<file path="src/rtl/ml_score_pkg.sv">
// Shared definitions for the driver-behaviour scoring engine:
// FSM state encoding, accumulator width rule and the score clamp helper.
package ml_score_pkg;

  typedef logic [1:0] state_t;

  localparam state_t ST_IDLE = 2'd0;
  localparam state_t ST_MAC  = 2'd1;
  localparam state_t ST_OUT  = 2'd2;

  // Widest accumulator the clamp helper can take without losing sign.
  localparam int MAX_ACC_W = 64;

  function automatic int accWidthMin(input int dw, input int ww, input int nFeat);
    return dw + ww + 2 + $clog2(nFeat + 1);
  endfunction

  function automatic logic [63:0] clampScore(input logic signed [63:0] acc,
                                             input int scoreW);
    logic signed [63:0] maxVal;
    maxVal = (64'sd1 <<< scoreW) - 64'sd1;
    if (acc < 0)
      return '0;
    else if (acc > maxVal)
      return $unsigned(maxVal);
    else
      return $unsigned(acc);
  endfunction

endpackage

</file>
<file path="src/rtl/ml_mac_unit.sv">
// Combinational multiply-add step: extends one feature by its signedness,
// multiplies by a signed weight and adds the product into the accumulator.
module ml_mac_unit #(
  parameter int DW    = 8,
  parameter int WW    = 8,
  parameter int ACC_W = 24
) (
  input  logic signed [ACC_W-1:0] i_accIn,
  input  logic        [DW-1:0]    i_feature,
  input  logic                    i_isSigned,
  input  logic signed [WW-1:0]    i_weight,
  output logic signed [ACC_W-1:0] o_accOut
);

  logic signed [DW:0]    w_featExt;
  logic signed [DW+WW:0] w_product;

  assign w_featExt = {i_isSigned & i_feature[DW-1], i_feature};
  assign w_product = (DW+WW+1)'(w_featExt) * (DW+WW+1)'(i_weight);
  assign o_accOut  = i_accIn + ACC_W'(w_product);

endmodule

</file>
<file path="src/rtl/ml_score_engine.sv">
// Sequential weighted-sum scorer: one MAC per cycle over N_FEAT features,
// clamps to an unsigned score and debounces a high-score alarm.
module ml_score_engine
  import ml_score_pkg::*;
#(
  parameter int                N_FEAT      = 4,
  parameter int                DW          = 8,
  parameter int                WW          = 8,
  parameter int                ACC_W       = 24,
  parameter int                SCORE_W     = 8,
  parameter logic [N_FEAT-1:0] FEAT_SIGNED = 4'b0111,
  parameter int                ALARM_TH    = 200,
  parameter int                ALARM_CNT   = 3
) (
  input  logic                         clk,
  input  logic                         rst,
  input  logic                         in_valid,
  output logic                         in_ready,
  input  logic [N_FEAT*DW-1:0]         feat,
  input  logic                         w_wr_en,
  input  logic [$clog2(N_FEAT+1)-1:0]  w_wr_addr,
  input  logic [WW-1:0]                w_wr_data,
  output logic                         out_valid,
  output logic [SCORE_W-1:0]           score,
  output logic                         alarm,
  output logic                         busy
);

  localparam int IW = (N_FEAT > 1) ? $clog2(N_FEAT) : 1;
  localparam int HW = $clog2(ALARM_CNT + 1);

  if (ACC_W < accWidthMin(DW, WW, N_FEAT) || ACC_W > MAX_ACC_W ||
      N_FEAT < 1 || ALARM_CNT < 1) begin : g_paramCheck
    $error("ml_score_engine: illegal parameter combination (ACC_W, N_FEAT or ALARM_CNT)");
  end

  state_t                   r_state;
  logic [IW-1:0]            r_idx;
  logic [N_FEAT*DW-1:0]     r_feat;
  logic signed [ACC_W-1:0]  r_acc;
  logic signed [WW-1:0]     r_weight [N_FEAT];
  logic signed [WW-1:0]     r_bias;
  logic [SCORE_W-1:0]       r_score;
  logic                     r_outValid;
  logic                     r_alarm;
  logic [HW-1:0]            r_hitCnt;

  logic                     w_start;
  logic                     w_wrOk;
  logic                     w_wrBias;
  logic signed [WW-1:0]     w_biasSrc;
  logic [DW-1:0]            w_featSel;
  logic signed [ACC_W-1:0]  w_accNext;
  logic [SCORE_W-1:0]       w_clamp;
  logic                     w_hit;
  logic [HW-1:0]            w_hitNext;
  logic                     w_alarmNext;

  assign in_ready  = (r_state == ST_IDLE);
  assign busy      = (r_state != ST_IDLE);
  assign out_valid = r_outValid;
  assign score     = r_score;
  assign alarm     = r_alarm;

  assign w_start   = in_valid && (r_state == ST_IDLE);
  assign w_wrOk    = w_wr_en && (r_state == ST_IDLE);
  assign w_wrBias  = w_wrOk && (32'(w_wr_addr) == N_FEAT);
  // A bias written in the handshake cycle must seed this inference too.
  assign w_biasSrc = w_wrBias ? $signed(w_wr_data) : r_bias;

  assign w_featSel = r_feat[32'(r_idx)*DW +: DW];
  assign w_clamp   = SCORE_W'(clampScore(64'(r_acc), SCORE_W));
  assign w_hit     = 32'(w_clamp) >= ALARM_TH;

  ml_mac_unit #(
    .DW    (DW),
    .WW    (WW),
    .ACC_W (ACC_W)
  ) u_mac (
    .i_accIn    (r_acc),
    .i_feature  (w_featSel),
    .i_isSigned (FEAT_SIGNED[r_idx]),
    .i_weight   (r_weight[r_idx]),
    .o_accOut   (w_accNext)
  );

  always_comb begin
    w_hitNext   = r_hitCnt;
    w_alarmNext = 1'b0;
    if (w_hit) begin
      if (r_hitCnt < HW'(ALARM_CNT))
        w_hitNext = r_hitCnt + HW'(1);
      w_alarmNext = (w_hitNext == HW'(ALARM_CNT));
    end else begin
      w_hitNext = '0;
    end
  end

  always_ff @(posedge clk or posedge rst) begin
    if (rst) begin
      for (int i = 0; i < N_FEAT; i++)
        r_weight[i] <= '0;
      r_bias <= '0;
    end else if (w_wrOk) begin
      if (32'(w_wr_addr) < N_FEAT)
        r_weight[w_wr_addr[IW-1:0]] <= $signed(w_wr_data);
      else if (w_wrBias)
        r_bias <= $signed(w_wr_data);
    end
  end

  always_ff @(posedge clk or posedge rst) begin
    if (rst) begin
      r_state    <= ST_IDLE;
      r_idx      <= '0;
      r_feat     <= '0;
      r_acc      <= '0;
      r_score    <= '0;
      r_outValid <= 1'b0;
      r_alarm    <= 1'b0;
      r_hitCnt   <= '0;
    end else begin
      r_outValid <= 1'b0;
      case (r_state)
        ST_IDLE: begin
          if (w_start) begin
            r_feat  <= feat;
            r_acc   <= ACC_W'(w_biasSrc);
            r_idx   <= '0;
            r_state <= ST_MAC;
          end
        end
        ST_MAC: begin
          r_acc <= w_accNext;
          r_idx <= r_idx + IW'(1);
          if (r_idx == IW'(N_FEAT - 1))
            r_state <= ST_OUT;
        end
        ST_OUT: begin
          r_score    <= w_clamp;
          r_outValid <= 1'b1;
          r_hitCnt   <= w_hitNext;
          r_alarm    <= w_alarmNext;
          r_state    <= ST_IDLE;
        end
        default: r_state <= ST_IDLE;
      endcase
    end
  end

endmodule
</file>
<file path="config.mk">
export PLATFORM = sky130hd
export DESIGN_NAME = ml_score_engine
export DESIGN_NICKNAME = d
export VERILOG_FILES = /design/src/rtl/ml_score_pkg.sv /design/src/rtl/ml_mac_unit.sv /design/src/rtl/ml_score_engine.sv
export SDC_FILE = /design/constraint.sdc
export NUM_CORES = 1
export LEC_CHECK = 0
export ABC_AREA = 1
export CAP_MARGIN = 10
export CORE_AREA = 2 2 149 151
export CTS_BUF_LIST = sky130_fd_sc_hd__clkbuf_4
export CTS_CLUSTER_SIZE = 16
export DETAILED_ROUTE_END_ITERATION = 16
export DIE_AREA = 0 0 151 153
export PLACE_DENSITY_LB_ADDON = 0.25
export SYNTH_ARGS = -nofsm -noshare
export SYNTH_HDL_FRONTEND = slang
export SYNTH_HIERARCHICAL = 1
export SYNTH_SLANG_ARGS = --single-unit
export TNS_END_PERCENT = 10
</file>
<file path="constraint.sdc">
create_clock -name clk -period 10.5 [get_ports clk]
set_input_delay 2.1 -clock clk [delete_from_list [all_inputs] [get_ports clk]]
set_output_delay 2.1 -clock clk [all_outputs]
set_load 0.05 [all_outputs]
</file>
-- Word level (Yosys, flattened, before mapping)
Cells that the tools add are included.
- bits in registers: 112
- $add $sub $neg: 3
- $mul: 1
- $lt $le $gt $ge: 9
- eq/ne operators: 7
- shift operators: 1
- muxes and demuxes: 23
- bitwise gates (word level): 4
- reduce and logical (&&, ||, !) cells: 12
- operators by type and width (kind ; count):
    $mux W8 ; 6
    $pmux W24 S2 ; 1
    $bwmux W32 ; 1
    $shiftx A32 B6 Y8 ; 1
    $add A24 B17 Y24 ; 1
    $gt A24 B9 Y1 const B ; 1
    $lt A24 B1 Y1 const B ; 1
    $mux W24 ; 1
    $mul A9 B8 Y17 ; 1
    $bmux W8 S2 ; 1
    $demux W8 S2 ; 1
    $mux W2 ; 6
    $reduce_and A2 Y1 ; 5
    $ge A8 B8 Y1 const B ; 1
    $pmux W2 S2 ; 2
    $eq A2 B2 Y1 const B ; 3
    $ge A3 B3 Y1 const B ; 2
    $not A2 Y3 ; 2
    $add A2 B1 Y2 const B ; 2
    $logic_and A1 B1 Y1 ; 4
    $reduce_bool A2 Y1 ; 2
    $eq A3 B3 Y1 const B ; 1
    $lt A2 B3 Y1 const B ; 1
    $lt A3 B1 Y1 const B ; 1
    other kinds (10) ; 12

-- Depth between registers and ports, before layout
- word-level depth: 7
- gate-level depth with buffers: 29
- gate-level depth less buffers: 26

-- Cells and area by module
The synthesis kept the hierarchy.
- modules (own cells, without submodules) (module ; times used ; cells each ; area an instance (µm²) ; sequential area each (µm²)):
    ml_score_engine ; 1 ; 495 ; 4902.2 ; 2802.7
    ml_mac_unit ; 1 ; 587 ; 4600.7 ; 0.0

-- Worst setup path before layout
OpenSTA, ideal clock, no wires.
- kind: register -> register
- from: register r_idx[0]
- to: register r_acc[17]
- arrival time: 6.110 ns
- slack: 4.269 ns
- stages on the path, launching flop included: 24
- path buffers: 2
- period minus slack after synthesis: 6.231 ns
- cells stage by stage: dfrtp_1 > inv_1 > clkbuf_1 > nor2_1 > o22ai_1 > clkbuf_1 > inv_1 > nor2_1 > fa_1 > fa_1 > fa_1 > fa_1 > ha_1 > ha_1 > a21oi_1 > nor2_1 > nor2_1 > nor2_1 > nor2_1 > nand2_1 > nand2_1 > nand2_1 > a22oi_1 > nand2_1
- longest elaborated chain between the ends: 7
- elaborated cells between the ends (all ways): 11
- ends and longest elaborated chain (item ; RTL line ; text):
    start: declaration ; ml_score_engine.sv:38 ; logic [IW-1:0] r_idx;
    start signal: assignment ; ml_score_engine.sv:135 ; r_idx <= r_idx + IW'(1);
    parallel branches: the longest is 4 deep, another holds $shiftx A32 B6 Y8 ; n/a ;
    $mul A9 B8 Y17 (*) ; ml_mac_unit.sv:19 ; assign w_product = (DW+WW+1)'(w_featExt) * (DW+WW+1)'(i_weight);
    $add A24 B17 Y24 (*) ; ml_mac_unit.sv:20 ; assign o_accOut = i_accIn + ACC_W'(w_product);
    net w_accNext[17] ; ml_score_engine.sv:53 ; logic signed [ACC_W-1:0] w_accNext;
    $pmux W24 S2 (*) ; ml_score_engine.sv:124 ; case (r_state)
    end signal: assignment ; ml_score_engine.sv:128 ; r_acc <= ACC_W'(w_biasSrc);
    end signal: assignment ; ml_score_engine.sv:134 ; r_acc <= w_accNext;
    end: declaration ; ml_score_engine.sv:40 ; logic signed [ACC_W-1:0] r_acc;
Mark *: on every way through the listed nets, which the timed path passes. The select of a mux whose other input is x is not followed.
A chain may end at the register's enable or synchronous reset.

-- Final worst setup path
- from: register r_idx[1]
- to: register r_acc[22]
- elaborated cells between the ends (all ways): 11
- RTL lines (item ; RTL line ; text):
    $shiftx A32 B6 Y8 (*) ; ml_score_engine.sv:71 ; assign w_featSel = r_feat[32'(r_idx)*DW +: DW];
    net w_featSel[7] ; ml_score_engine.sv:52 ; logic [DW-1:0] w_featSel;
    $and A1 B1 Y1 ; ml_mac_unit.sv:18 ; assign w_featExt = {i_isSigned & i_feature[DW-1], i_feature};
    $mul A9 B8 Y17 (*) ; ml_mac_unit.sv:19 ;
    $add A24 B17 Y24 (*) ; ml_mac_unit.sv:20 ;
    net w_accNext[22] ; ml_score_engine.sv:53 ;
    $pmux W24 S2 (*) ; ml_score_engine.sv:124 ;
Mark *: on every way through the listed nets, which the timed path passes. The rest lies on a longest branch. The select of a mux whose other input is x is not followed.

==> impl_metrics.py <==
metrics = {
    "cts": {
        "clk_path_buf_depth": 2,
        "clkLatencyLatePin_ns": 0.51,
        "hold_buffers": 0,
        "cts_tree": "built",
        "clockRootBuffer": "clkbuf_4",
        "ctsHtreeMaxLevel": 3,
        "cts.sinks": 112,
        "clkTransAtPathRegs_ns": 0.21,
        "postCtsSetupRepairBufs": 0,
        "cts_buffers": 9,
        "cts-resized-gates": 0,
    },
    "grt": {
        "gr-total-overflow": 0,
        "grt_pass1_wl_um": 36600,
        "grt_max_degree": 68,
        "antenna_found_initial": 2,
        "grt_use_total": 0.203,
        "grt_pass1_vias": 7066,
    },
    "floorplanning": {
        "core_area_mm2": 0.0215,
        "core.rowCount": 54,
        "dieArea_mm2": 0.0231,
        "die_w_um": 151,
        "initial_core_util": 0.442,
        "chipHeight_um": 153,
        "io_pins": 59,
    },
    "outcome": {
        "status": "finished clean",
    },
    "yosys": {
        "syn_inst": 1082,
        "netlist_area_mm2": 0.00950,
        "synth_top_area_frac": 0.295,
        "yosys.cell_types.count": 39,
        "synth_nets": 1291,
        "yosysWarnings": 6,
        "postSynth.asyncResetShare": 1.00,
        "synth_edf_count": 0,
        "synth_area_leaders": "dfrtp_1 (29%), fa_1 (22%), nand2_1 (8.8%)",
        "syn_avg_cell_area_um2": 8.78,
        "synth-main-ff-cell": "dfrtp_1",
        "synth_seq_cells": 112,
        "synth_top_area_cell": "dfrtp_1",
        "synth-seq-area-share": 0.295,
    },
    "hold_path": {
        "holdCritPathClass": "flop to flop",
        "min_from": "score[0]",
    },
    "sta": {
        "fin_crit_sh": 0.667,
        "maxSlewHeadroom": 0.354,
        "tns_ns": 0,
        "maxClockFrequency_mhz": 143,
        "fin_worst_skew_ns": 0.0315,
        "period_needed_ns": 7.01,
        "drv_slew": 0,
        "rsz0062_at_grt": "false",
        "finalSetupViolCount": 0,
        "worstMarginPinSlew_ns": 0.966,
        "hold_viol_final": 0,
    },
    "drt": {
        "wirelength_um": 22300,
        "viasPerCell": 5.08,
        "drc": 0,
        "routedWlPerCell_um": 15.9,
        "firstDrtPassIters": 5,
        "drt-initial-drc-count": 485,
        "final_antenna_net_count": 0,
        "routed-via-count": 7146,
    },
    "flow_run": {
        "drv_cap": 0,
    },
    "critical_path": {
        "cp-start-kind": "flop",
        "path_max_fanout": 18,
        "crit_type": "flop to flop",
        "arrival_ns": 7.42,
        "r2r-start": "r_idx[1]",
        "cp-end-kind": "flop",
        "cp-startpoint": "r_idx[1]",
        "required_ns": 10.92,
    },
    "placement": {
        "place_congestion": 0.862,
        "dp_hpwl_um": 17500,
        "portBuffers": 58,
    },
    "finish": {
        "fillers": 2064,
        "nNetsFinal": 1331,
        "drive_gt1_frac": 0.0701,
        "areaGrowthSynthToFinish_pct": 10.3,
    },
}
final cells by class:
cell class                      instances  area (um2)  area share
Clock buffer                            9        67.6     0.00644
Multi-Input combinational cell        747        5820       0.556
Timing Repair Buffer                   68         656      0.0625
Clock inverter                          7        87.6     0.00835
Inverter                              184         693      0.0661
Tap cell                              280         350      0.0334
Sequential cell                       112        2800       0.267
Antenna cell                            1        2.50    0.000239
cell usage after synthesis (all sizes together), types with 2 or more instances:
library cell,count
a22oi,24
mux2,32
nor3,5
ha,57
dfrtp,112
o22ai,16
nor2,106
clkbuf,25
o21ai,67
xnor2,6
a21oi,42
nand3b,3
or2,2
nand3,30
xor2,12
buf,14
o21bai,3
nand2,225
inv,183
nand4,9
fa,105
sequential cells by signal, summed over array words and instances (netlist names):
name / count
score: 8
r_bias: 8
r_acc: 24
out_valid: 1
r_feat: 32
r_state: 2
r_hitCnt: 2
r_idx: 2
r_weight: 32
alarm: 1
kinds of logic (layout without fill, tap and decap cells):
family	Yosys count	count (layout)	synth area share
xor+xnor	18	18	0.0166
compound gates	154	154	0.0908
fa+ha+maj	162	162	0.296
flops	112	112	0.295
mux	32	32	0.0379
other cells	0	1	0
buf+inv	223	268	0.0924
simple gates	381	381	0.171
worst max-delay path, cell delays in order (launching register included):
cell     delay, ns
dfrtp_1       0.64
inv_1         0.49
o21ai_0       0.18
o22ai_1       0.52
nand2_1       0.21
inv_1         0.20
nand2_1       0.18
fa_1          0.57
inv_1         0.14
fa_1          0.87
inv_1         0.14
fa_1          0.55
inv_1         0.05
fa_1          0.48
ha_1          0.31
ha_1          0.37
nand2_1       0.09
inv_1         0.10
nand2_1       0.07
nor3_1        0.20
nand3_1       0.17
nand4_1       0.13
nand2_1       0.06
a22oi_1       0.16
nand2_1       0.07
stage by stage:
stage           util  hold WS, ns  std cells  area, um2  setup slack (ns)
6_report       0.488        0.500       1408      10500              3.49
3_5_place_dp   0.481        0.465       1391      10300              3.48
2_1_floorplan      -        0.448       1082       9500              4.27
4_1_cts        0.488        0.506       1407      10500              3.44
3_3_place_gp   0.481        0.463       1391      10300              3.75
5_1_grt        0.488        0.531       1408      10500              2.75
cells in the final DEF (no fill, tap or decap), types with 2 or more instances in the layout:
cell type and count:
dfrtp_1 112, nor2_2 2, o21bai_1 3, o21ai_0 65, a22oi_1 24, a21oi_1 42
xor2_1 12, inv_2 6, nand3b_1 3, mux2_2 32, nand2_4 2, nand4_1 8
nand3_1 29, xnor2_1 6, clkbuf_4 9, inv_8 2, o22ai_1 16, fa_1 105
clkdlybuf4s50_1 58, o21ai_1 2, clkinv_8 3, nand2_1 222, ha_1 57, nor2_1 102
buf_4 10, inv_1 176, nor3_4 3
routing by layer:
layer | GRT usage | share of wire | vias up
met3 | 0.0316 | 0.044 | 25
met1 | 0.289 | 0.46 | 3499
met5 | 0 | 0.00054 | -
met2 | 0.326 | 0.47 | 151
met4 | 0.0485 | 0.016 | 2
li1 | - | - | 3469
worst paths after layout:
check	slack (ns)	to	cells past startpoint
min	0.50	score[0]	2
max reg2reg	3.49	r_acc[22]	24
min in group asynchronous	1.98	r_feat[4]	2
max	3.49	r_acc[22]	24
max in group asynchronous	7.22	r_weight[3]	3
min reg2reg	0.50	score[0]	2
Power is left out: the tool's default activity adds up to more than one toggle a clock period on the data nets, which glitch-free logic cannot reach.
